## src/rtl/mmio_led_ctrl_if.sv

```systemverilog
// -----------------------------------------------------------------------------
// mmio_led_ctrl_if
//   Data-memory bus bundle as seen by the LED/GPIO controller.
//   The CPU side (master) drives the address, write data and the one-cycle
//   read/write strobes. The peripheral side (slave) returns registered read
//   data together with a one-cycle valid pulse.
//
//   Signals:
//     m_addr  [31:0]  byte address              (master -> slave)
//     m_data  [31:0]  write data                (master -> slave)
//     wea             write strobe, one cycle   (master -> slave)
//     rea             read strobe, one cycle    (master -> slave)
//     m_rdata [31:0]  read data, registered     (slave -> master)
//     rvalid          read data valid pulse     (slave -> master)
// -----------------------------------------------------------------------------
interface mmio_led_ctrl_if;
  logic [31:0] m_addr;
  logic [31:0] m_data;
  logic        wea;
  logic        rea;
  logic [31:0] m_rdata;
  logic        rvalid;

  modport master (
    output m_addr,
    output m_data,
    output wea,
    output rea,
    input  m_rdata,
    input  rvalid
  );

  modport slave (
    input  m_addr,
    input  m_data,
    input  wea,
    input  rea,
    output m_rdata,
    output rvalid
  );
endinterface

```

## src/rtl/mmio_led_ctrl.sv

```systemverilog
// -----------------------------------------------------------------------------
// mmio_led_ctrl
//   Memory-mapped controller for N LED/GPIO output channels.
//
//   Each channel has a configuration word at BASE + 4*i:
//     [0]    level
//     [2:1]  mode  (00 static, 01 blink, 10 pwm, 11 treated as static)
//     [15:8] duty  (pwm compare value)
//   A shared prescaler register at BASE + 0x80 holds a 16-bit divisor.
//   The divisor paces an 8-bit timebase counter, and that counter drives
//   both the blink and the pwm modes.
//
//   Ports:
//     clk   system clock, every flop on its rising edge
//     rst   synchronous, active-high reset
//     bus   data-memory bus (slave modport of mmio_led_ctrl_if)
//     led   registered channel outputs, N bits
//
//   Reads are answered one cycle after the strobe. When a read and a write
//   hit the same register on the same edge, the read returns the old value.
// -----------------------------------------------------------------------------
module mmio_led_ctrl #(
  parameter int unsigned N         = 8,
  parameter logic [31:0] BASE      = 32'h0000_3000,
  parameter logic [15:0] PRESC_RST = 16'd0
) (
  input  logic                  clk,
  input  logic                  rst,
  mmio_led_ctrl_if.slave        bus,
  output logic [N-1:0]          led
);

  // Bits of a channel word that exist; everything else reads back as zero.
  localparam logic [31:0] CH_MASK   = 32'h0000_FF07;
  localparam logic [31:0] PRESC_OFF = 32'h0000_0080;
  localparam logic [31:0] CH_SPAN   = 4 * N;

  // Output value of one channel, given its config word and the timebase count.
  function automatic logic chan_out(input logic [31:0] cfg, input logic [7:0] cnt);
    logic v;
    case (cfg[2:1])
      2'b01:   v = cfg[0] & cnt[7];
      2'b10:   v = cfg[0] & (cnt < cfg[15:8]);
      default: v = cfg[0];
    endcase
    return v;
  endfunction

  // Address decode
  logic [31:0] offset_s;
  logic        aligned_s;
  logic        ch_hit_s;
  logic        presc_hit_s;
  logic [N-1:0] ch_sel_s;

  // Register state and next state
  logic [31:0] ch_q [N];
  logic [31:0] ch_d [N];
  logic [15:0] presc_q;
  logic [15:0] presc_d;
  logic        presc_wr_s;

  // Timebase
  logic [15:0] pcnt_q;
  logic [15:0] pcnt_d;
  logic [7:0]  pwm_cnt_q;
  logic [7:0]  pwm_cnt_d;
  logic        tick_s;

  // Outputs
  logic [N-1:0] led_q;
  logic [N-1:0] led_d;
  logic [31:0]  rd_word_s;
  logic [31:0]  rdata_q;
  logic [31:0]  rdata_d;
  logic         rvalid_q;
  logic         rvalid_d;

  // Decode the bus address into a channel select or a prescaler hit.
  // The subtraction wraps for addresses below BASE, so one unsigned compare
  // rejects addresses on both sides of the channel window.
  always_comb begin
    offset_s    = bus.m_addr - BASE;
    aligned_s   = (bus.m_addr[1:0] == 2'b00);
    ch_hit_s    = aligned_s && (offset_s < CH_SPAN);
    presc_hit_s = aligned_s && (offset_s == PRESC_OFF);
    for (int i = 0; i < N; i++) begin
      ch_sel_s[i] = ch_hit_s && (offset_s[6:2] == 5'(i));
    end
  end

  // Select the currently stored word of whichever register is addressed.
  always_comb begin
    rd_word_s = 32'h0000_0000;
    for (int i = 0; i < N; i++) begin
      rd_word_s = rd_word_s | (ch_sel_s[i] ? ch_q[i] : 32'h0000_0000);
    end
    rd_word_s = rd_word_s | (presc_hit_s ? {16'h0000, presc_q} : 32'h0000_0000);
  end

  // Compute the next register contents from bus writes.
  always_comb begin
    for (int i = 0; i < N; i++) begin
      ch_d[i] = (bus.wea && ch_sel_s[i]) ? (bus.m_data & CH_MASK) : ch_q[i];
    end
    presc_wr_s = bus.wea && presc_hit_s;
    presc_d    = presc_wr_s ? bus.m_data[15:0] : presc_q;
  end

  // Prescaler and pwm counter. Writing the divisor restarts both counters,
  // so a new divisor always begins from a clean phase.
  always_comb begin
    tick_s = (pcnt_q == presc_q);
    if (presc_wr_s) begin
      pcnt_d    = 16'd0;
      pwm_cnt_d = 8'd0;
    end else if (tick_s) begin
      pcnt_d    = 16'd0;
      pwm_cnt_d = pwm_cnt_q + 8'd1;
    end else begin
      pcnt_d    = pcnt_q + 16'd1;
      pwm_cnt_d = pwm_cnt_q;
    end
  end

  // Next channel outputs and the registered read response.
  always_comb begin
    for (int i = 0; i < N; i++) begin
      led_d[i] = chan_out(ch_q[i], pwm_cnt_q);
    end
    rvalid_d = bus.rea && (ch_hit_s || presc_hit_s);
    rdata_d  = rvalid_d ? rd_word_s : 32'h0000_0000;
  end

  // State registers with synchronous reset.
  always_ff @(posedge clk) begin
    if (rst) begin
      for (int i = 0; i < N; i++) begin
        ch_q[i] <= 32'h0000_0000;
      end
      presc_q   <= PRESC_RST;
      pcnt_q    <= 16'd0;
      pwm_cnt_q <= 8'd0;
      led_q     <= '0;
      rdata_q   <= 32'h0000_0000;
      rvalid_q  <= 1'b0;
    end else begin
      for (int i = 0; i < N; i++) begin
        ch_q[i] <= ch_d[i];
      end
      presc_q   <= presc_d;
      pcnt_q    <= pcnt_d;
      pwm_cnt_q <= pwm_cnt_d;
      led_q     <= led_d;
      rdata_q   <= rdata_d;
      rvalid_q  <= rvalid_d;
    end
  end

  assign led         = led_q;
  assign bus.m_rdata = rdata_q;
  assign bus.rvalid  = rvalid_q;

endmodule

```

## src/flat_wrapper.sv

```systemverilog
// flat-port wrapper written by rule: the top's interface ports become plain ports
module mmio_led_ctrl_flat 
#(
  parameter int unsigned N         = 8,
  parameter logic [31:0] BASE      = 32'h0000_3000,
  parameter logic [15:0] PRESC_RST = 16'd0
)
  (clk, rst, led, bus_m_addr, bus_m_data, bus_wea, bus_rea, bus_m_rdata, bus_rvalid);
  mmio_led_ctrl_if bus_i ();
  input  logic clk;
  input  logic rst;
  output logic [N-1:0] led;
  input wire logic [$bits(bus_i.m_addr)-1:0] bus_m_addr;
  input wire logic [$bits(bus_i.m_data)-1:0] bus_m_data;
  input wire logic [$bits(bus_i.wea)-1:0] bus_wea;
  input wire logic [$bits(bus_i.rea)-1:0] bus_rea;
  output wire logic [$bits(bus_i.m_rdata)-1:0] bus_m_rdata;
  output wire logic [$bits(bus_i.rvalid)-1:0] bus_rvalid;
  assign bus_i.m_addr = bus_m_addr;
  assign bus_i.m_data = bus_m_data;
  assign bus_i.wea = bus_wea;
  assign bus_i.rea = bus_rea;
  assign bus_m_rdata = bus_i.m_rdata;
  assign bus_rvalid = bus_i.rvalid;
  mmio_led_ctrl #(.N(N), .BASE(BASE), .PRESC_RST(PRESC_RST)) u_core (.clk(clk), .rst(rst), .bus(bus_i), .led(led));
endmodule
```

## config.mk

```make
export PLATFORM = sky130hd
export DESIGN_NAME = mmio_led_ctrl_flat
export DESIGN_NICKNAME = d
export VERILOG_FILES = /design/src/rtl/mmio_led_ctrl_if.sv /design/src/rtl/mmio_led_ctrl.sv /design/src/flat_wrapper.sv
export SDC_FILE = /design/constraint.sdc
export NUM_CORES = 1
export LEC_CHECK = 0
export CORE_ASPECT_RATIO = 0.9
export CORE_MARGIN = 2
export CORE_UTILIZATION = 50
export CTS_BUF_LIST = sky130_fd_sc_hd__clkbuf_8 sky130_fd_sc_hd__clkbuf_16
export CTS_CLUSTER_SIZE = 8
export DETAILED_ROUTE_END_ITERATION = 8
export PLACE_DENSITY = 0.75
export SLEW_MARGIN = 20
export SYNTH_ARGS = -nofsm -noshare
export SYNTH_HDL_FRONTEND = slang
export SYNTH_SLANG_ARGS = --single-unit
```

## constraint.sdc

```tcl
create_clock -name clk -period 1.9 [get_ports clk]
set_input_delay 0.285 -clock clk [delete_from_list [all_inputs] [get_ports clk]]
set_output_delay 0.285 -clock clk [all_outputs]
set_load 0.02 [all_outputs]
```

Word-level counts from Yosys, hierarchy flattened:

Memory sizes are Yosys's and may differ from the RTL's.
Index checks and enable logic that the tools add are counted.

* reduce and logical (&&, ||, !) cells: 26
* equal/unequal tests: 25
* magnitude comparators: 9
* add/sub/neg operators: 3
* bitwise gates (word level): 33
* muxes and demuxes: 36

Operators with widths (number)
* $mux 32: 24
* $or 32x32->32: 8
* $lt 8x8->1: 8
* $eq 32x8->1 const B: 1
* $lt 32x6->1 const B: 1
* $sub 32x14->32 const B: 1
* $eq 5x3->1 const B: 4
* $logic_and 1x1->1: 20
* $add 16x1->16 const B: 1
* $and 1x1->1: 16
* $eq 16x16->1: 1
* $eq 2x1->1 const B: 8
* $eq 2x2->1 const B: 8
* $mux 16: 1
* $pmux 1 s2: 8
* $eq 5x2->1 const B: 2
* $add 8x1->8 const B: 1
* $or 1x1->1: 8
* $eq 5x1->1 const B: 1
* $logic_not 5->1: 1
* $reduce_or 2->1: 2
* $mux 1: 3
* $reduce_or 3->1: 1
* $logic_not 2->1: 1
* other kinds (2): 2

* register bits after elaboration: 81
* logic and storage cells: 139
* input port bits: 68
* memories kept: 1
* RAM bits: 256
* output and inout port bits: 41

Memory list
* u_core.ch_q: words 8, width 32, rd ports 8, clocked after Yosys merged registers in 0, wr ports 8, line mmio_led_ctrl.sv:57 `logic [31:0] ch_q [N];`

Logic depth before layout (Yosys ltp):

Gate-level depths: netlist (run 1).

* word-level depth: 13
* depth in mapped cells: 10
* gate-level depth less buffers: 7

Worst setup path before layout (run 1):

OpenSTA, ideal clock, no wires.

* kind: input to register
* from: input port bus_m_addr[18]
* to: register u_core.pcnt_q[8]
* buffers on the path: 3
* stages on the path: 8
* library setup time: 0.115 ns
* required time: 1.785 ns
* arrival time: 1.942 ns
* path slack: -0.157 ns
* path through: or4_4 > nor4_4 > and2_1 > buf_2 > or3_1 > buf_2 > buf_6 > nor2_1

* word-level cells in the longest chain between the ends: 5

RTL lines
* start: declaration: line flat_wrapper.sv:13 `input wire logic [$bits(bus_i.m_addr)-1:0] bus_m_addr;`
* $sub 32x14->32: line mmio_led_ctrl.sv:83 `offset_s = bus.m_addr - BASE;`
* $eq 32x8->1: line mmio_led_ctrl.sv:86 `presc_hit_s = aligned_s && (offset_s == PRESC_OFF);`
* $logic_and 1x1->1: line mmio_led_ctrl.sv:86
* $logic_and 1x1->1: line mmio_led_ctrl.sv:106 `presc_wr_s = bus.wea && presc_hit_s;`
* $reduce_or 3->1 (no line)
* end signal: assignment: line mmio_led_ctrl.sv:152 `pcnt_q <= pcnt_d;`
* end: declaration: line mmio_led_ctrl.sv:64 `logic [15:0] pcnt_q;`

Every way passes these cells.
A chain may end at the register's enable or synchronous reset.

Worst setup path in the final report (run 1):

* from: register u_core.presc_q[4]
* to: register u_core.pwm_cnt_q[7]

* word-level cells in the longest chain between the ends: 1

RTL lines
* start: declaration: line mmio_led_ctrl.sv:59 `logic [15:0] presc_q;`
* start signal: assignment: line mmio_led_ctrl.sv:151 `presc_q <= presc_d;`
* $eq 16x16->1: line mmio_led_ctrl.sv:113 `tick_s = (pcnt_q == presc_q);`
* end signal: assignment: line mmio_led_ctrl.sv:153 `pwm_cnt_q <= pwm_cnt_d;`
* end: declaration: line mmio_led_ctrl.sv:66 `logic [7:0] pwm_cnt_q;`

Every way passes these cells.

==> impl_metrics.yaml, run 1 <==
run_status:
  run_status: "finished, final reports clean"
timing:
  fmax_mhz: 535
  hold_viol_final: 0
  worst_pin_slew_ns: 0.642
  skew_ns: 0.0124
  fin_tns_setup_ns: 0
  relSlewSlack_pct: 57.1
  drv_slew: 0
  setup_slack_ns: 0.0316
  setup_viol: 0
  min_period_ns: 1.87
  grt_setup_unrepaired: "yes"
  period_share_pct: 98.3
detailed_routing:
  drc: 0
  firstDrtPassIters: 8
  vias: 7869
  totalWireLength_mm: 25.4
  ant_nets: 0
  routed_via_density: 5.78
  drt_first_iter_violations: 850
  routedWlPerCell_um: 18.7
worst_setup_path:
  path_buf_inv: 0
  path_cells: "xnor2_2 -> nand4_1 -> nor4_4 -> nand4_2 -> or4_1 -> a21oi_1"
  end_kind: "register"
  required_ns: 2.26
  crit_type: "register to register"
  crit_arrival_ns: 2.23
  worst_path_max_delay_cell: "or4_1"
  crit_family: "simple AND/OR/NAND/NOR gates"
  slowest_delay_ns: 0.43
  path_max_fanout: 6
  startpoint_type: "register"
yosys:
  ys.flop_type: "dfxtp_1"
  netlist_area_mm2: 0.00820
  synthArstFlopShare_pct: 0
  ys_seq_elements: 153
  synth-warning-count: 0
  yosysSeqAreaShare_pct: 37.4
  synth_edf_count: 0
  ys_types: 48
  synthCells: 1015
  synth_area_per_cell_um2: 8.07
grt:
  grt_overflow: 0
  grt_max_degree: 50
  gr-usage-all-layers_pct: 29.4
  antenna_found_initial: 0
  grt_pass1_wl_mm: 40.0
  grt_pass1_vias: 7409
final_layout:
  drive_above_1_share_pct: 17.2
  fin_nets: 1276
  antenna_cells: 0
  layout_commonest_cell: "nand2_1"
  final_cell_mix: "nand2_1, dfxtp_1, a21oi_1"
  syn2layout_area_growth_pct: 29.3
floorplanning:
  die_h_um: 125
  num_rows: 44
  io_pins: 109
  dieWidth_um: 139
  start_util_pct: 51.0
  coreArea_mm2: 0.0161
  die_area_mm2: 0.0174
cts:
  path_clk_slew_ns: 0.07
  cts-buffers-inserted: 17
  worstSkewPairLatency_ns: 0.43
  h-tree-depth: 4
  cts_hold_buf: 0
  cts_tree: "done"
  clk_path_buf_depth: 2
  clkSinkCount: 153
  cts_root_buffer: "clkbuf_16"
place:
  hpwlAfterDp_mm: 18.0
  pre_cts_slack_ns: -0.702
  globalplace.congestion: 0.958
  io_buffers: 76
power:
  p_leak_nw: 3.87
  power_density_mw_per_mm2: 703
  ir_drop_mv: 0.804
flow_run:
  drv_cap: 0
hold_path:
  hold_path.class: "input port to register"
registers in the layout, summed over array words and instances (netlist names):
signal              flops
u_core.ch_q            88
u_core.bus.m_rdata     16
u_core.led              8
u_core.pwm_cnt_q        8
u_core.pcnt_q          16
u_core.bus.rvalid       1
u_core.presc_q         16
worst paths after layout:
| kind | slack [ns] | cells after the start | to | startpoint |
|---|---|---|---|---|
| hold reg to reg | 0.45 | 2 | u_core.ch_q[0][43] | u_core.ch_q[0][43] |
| setup / recovery | 0.03 | 6 | u_core.pwm_cnt_q[7] | u_core.presc_q[4] |
| setup reg to reg | 0.03 | 6 | u_core.pwm_cnt_q[7] | u_core.presc_q[4] |
| hold / removal | 0.22 | 2 | u_core.presc_q[9] | rst |
per-stage QoR:
stage	util, %	hold slack (ns)	instances	power, W	area, um2
3_5_place_dp	60.8	0.445	1323	0.00381	9770
4_1_cts	65.2	0.207	1357	0.00745	10500
3_3_place_gp	60.8	0.439	1323	0.00380	9770
2_1_floorplan	-	0.419	1030	0.00356	8300
5_1_grt	65.9	0.223	1362	0.00765	10600
6_report	65.9	0.216	1362	0.00745	10600
report_power, final:
| part | total (W) | leakage (nW) | internal [W] | switching, W |
|---|---|---|---|---|
| logic | 0.000550 | 2.33 | 0.000244 | 0.000305 |
| clock network | 0.00368 | 0.305 | 0.00224 | 0.00144 |
| registers | 0.00322 | 1.24 | 0.00321 | 0.0000111 |
routing by layer:
layer	global-route usage (%)	vias up	part of all wire, %
li1	-	3658	-
met2	44.0	460	43
met5	0	-	0
met4	16.3	0	5.2
met1	39.3	3676	41
met3	6.89	75	11
synthesized netlist by cell type (6+ instances only):
cell      count  area (um2)
a21o_1       16         120
a21oi_1     126         631
a222oi_1     13         130
a311oi_1      8        70.1
and2_1       14        87.6
and3_1       10        62.6
buf_2        16        80.1
buf_4        16         120
clkbuf_1     41         154
dfxtp_1     153        3060
ha_1         66         826
inv_1        83         312
mux4_2       10         225
nand2_1     246         923
nand2b_1     10        62.6
nand3_1      13        65.1
nand3b_1      9        67.6
nand4_1      10        62.6
nor2_1       36         135
nor4_1        8        50.1
nor4_4        6         128
o211ai_1      8        60.1
o21ai_0      20         100
xnor2_1      23         201
xor2_1       11        96.3
what timing repair did:
| action | in CTS | in global routing |
|---|---|---|
| gates cloned | 1 | 1 |
| gates resized for setup | 49 | 46 |
| setup buffers | 2 | 5 |
| setup endpoints to repair | 147 | 122 |
| pin swaps | 15 | 23 |
final cells by class:
class	count	area [um2]
multi-input combinational	718	4650
sequential	153	3080
fill	1313	5480
clock buffer	18	439
timing repair buffer	169	1660
tap	207	259
clock inverter	14	195
inverter	83	312
cell families after synthesis:
group / Yosys count / share of synthesized area [%]
AND/OR/NAND/NOR: 383 / 22.4
flip-flops: 153 / 37.4
multiplexers: 13 / 3.15
adder cells (fa/ha/maj): 66 / 10.1
other: 1 / 0.0458
AO/OA/AOI/OAI: 206 / 15.0
buffers and inverters: 159 / 8.35
XOR/XNOR: 34 / 3.63
Power figures use the tool's default switching activity.
==> run 2, diff against run 1 <==
--- a/config.mk
+++ b/config.mk
@@ -12,7 +12,6 @@
 export CTS_CLUSTER_SIZE = 8
 export DETAILED_ROUTE_END_ITERATION = 8
 export PLACE_DENSITY = 0.75
-export SLEW_MARGIN = 20
 export SYNTH_ARGS = -nofsm -noshare
 export SYNTH_HDL_FRONTEND = slang
 export SYNTH_SLANG_ARGS = --single-unit
==> results of run 2 <==
Same layout as run 1: the final DEF is identical, and so are final timing and power.
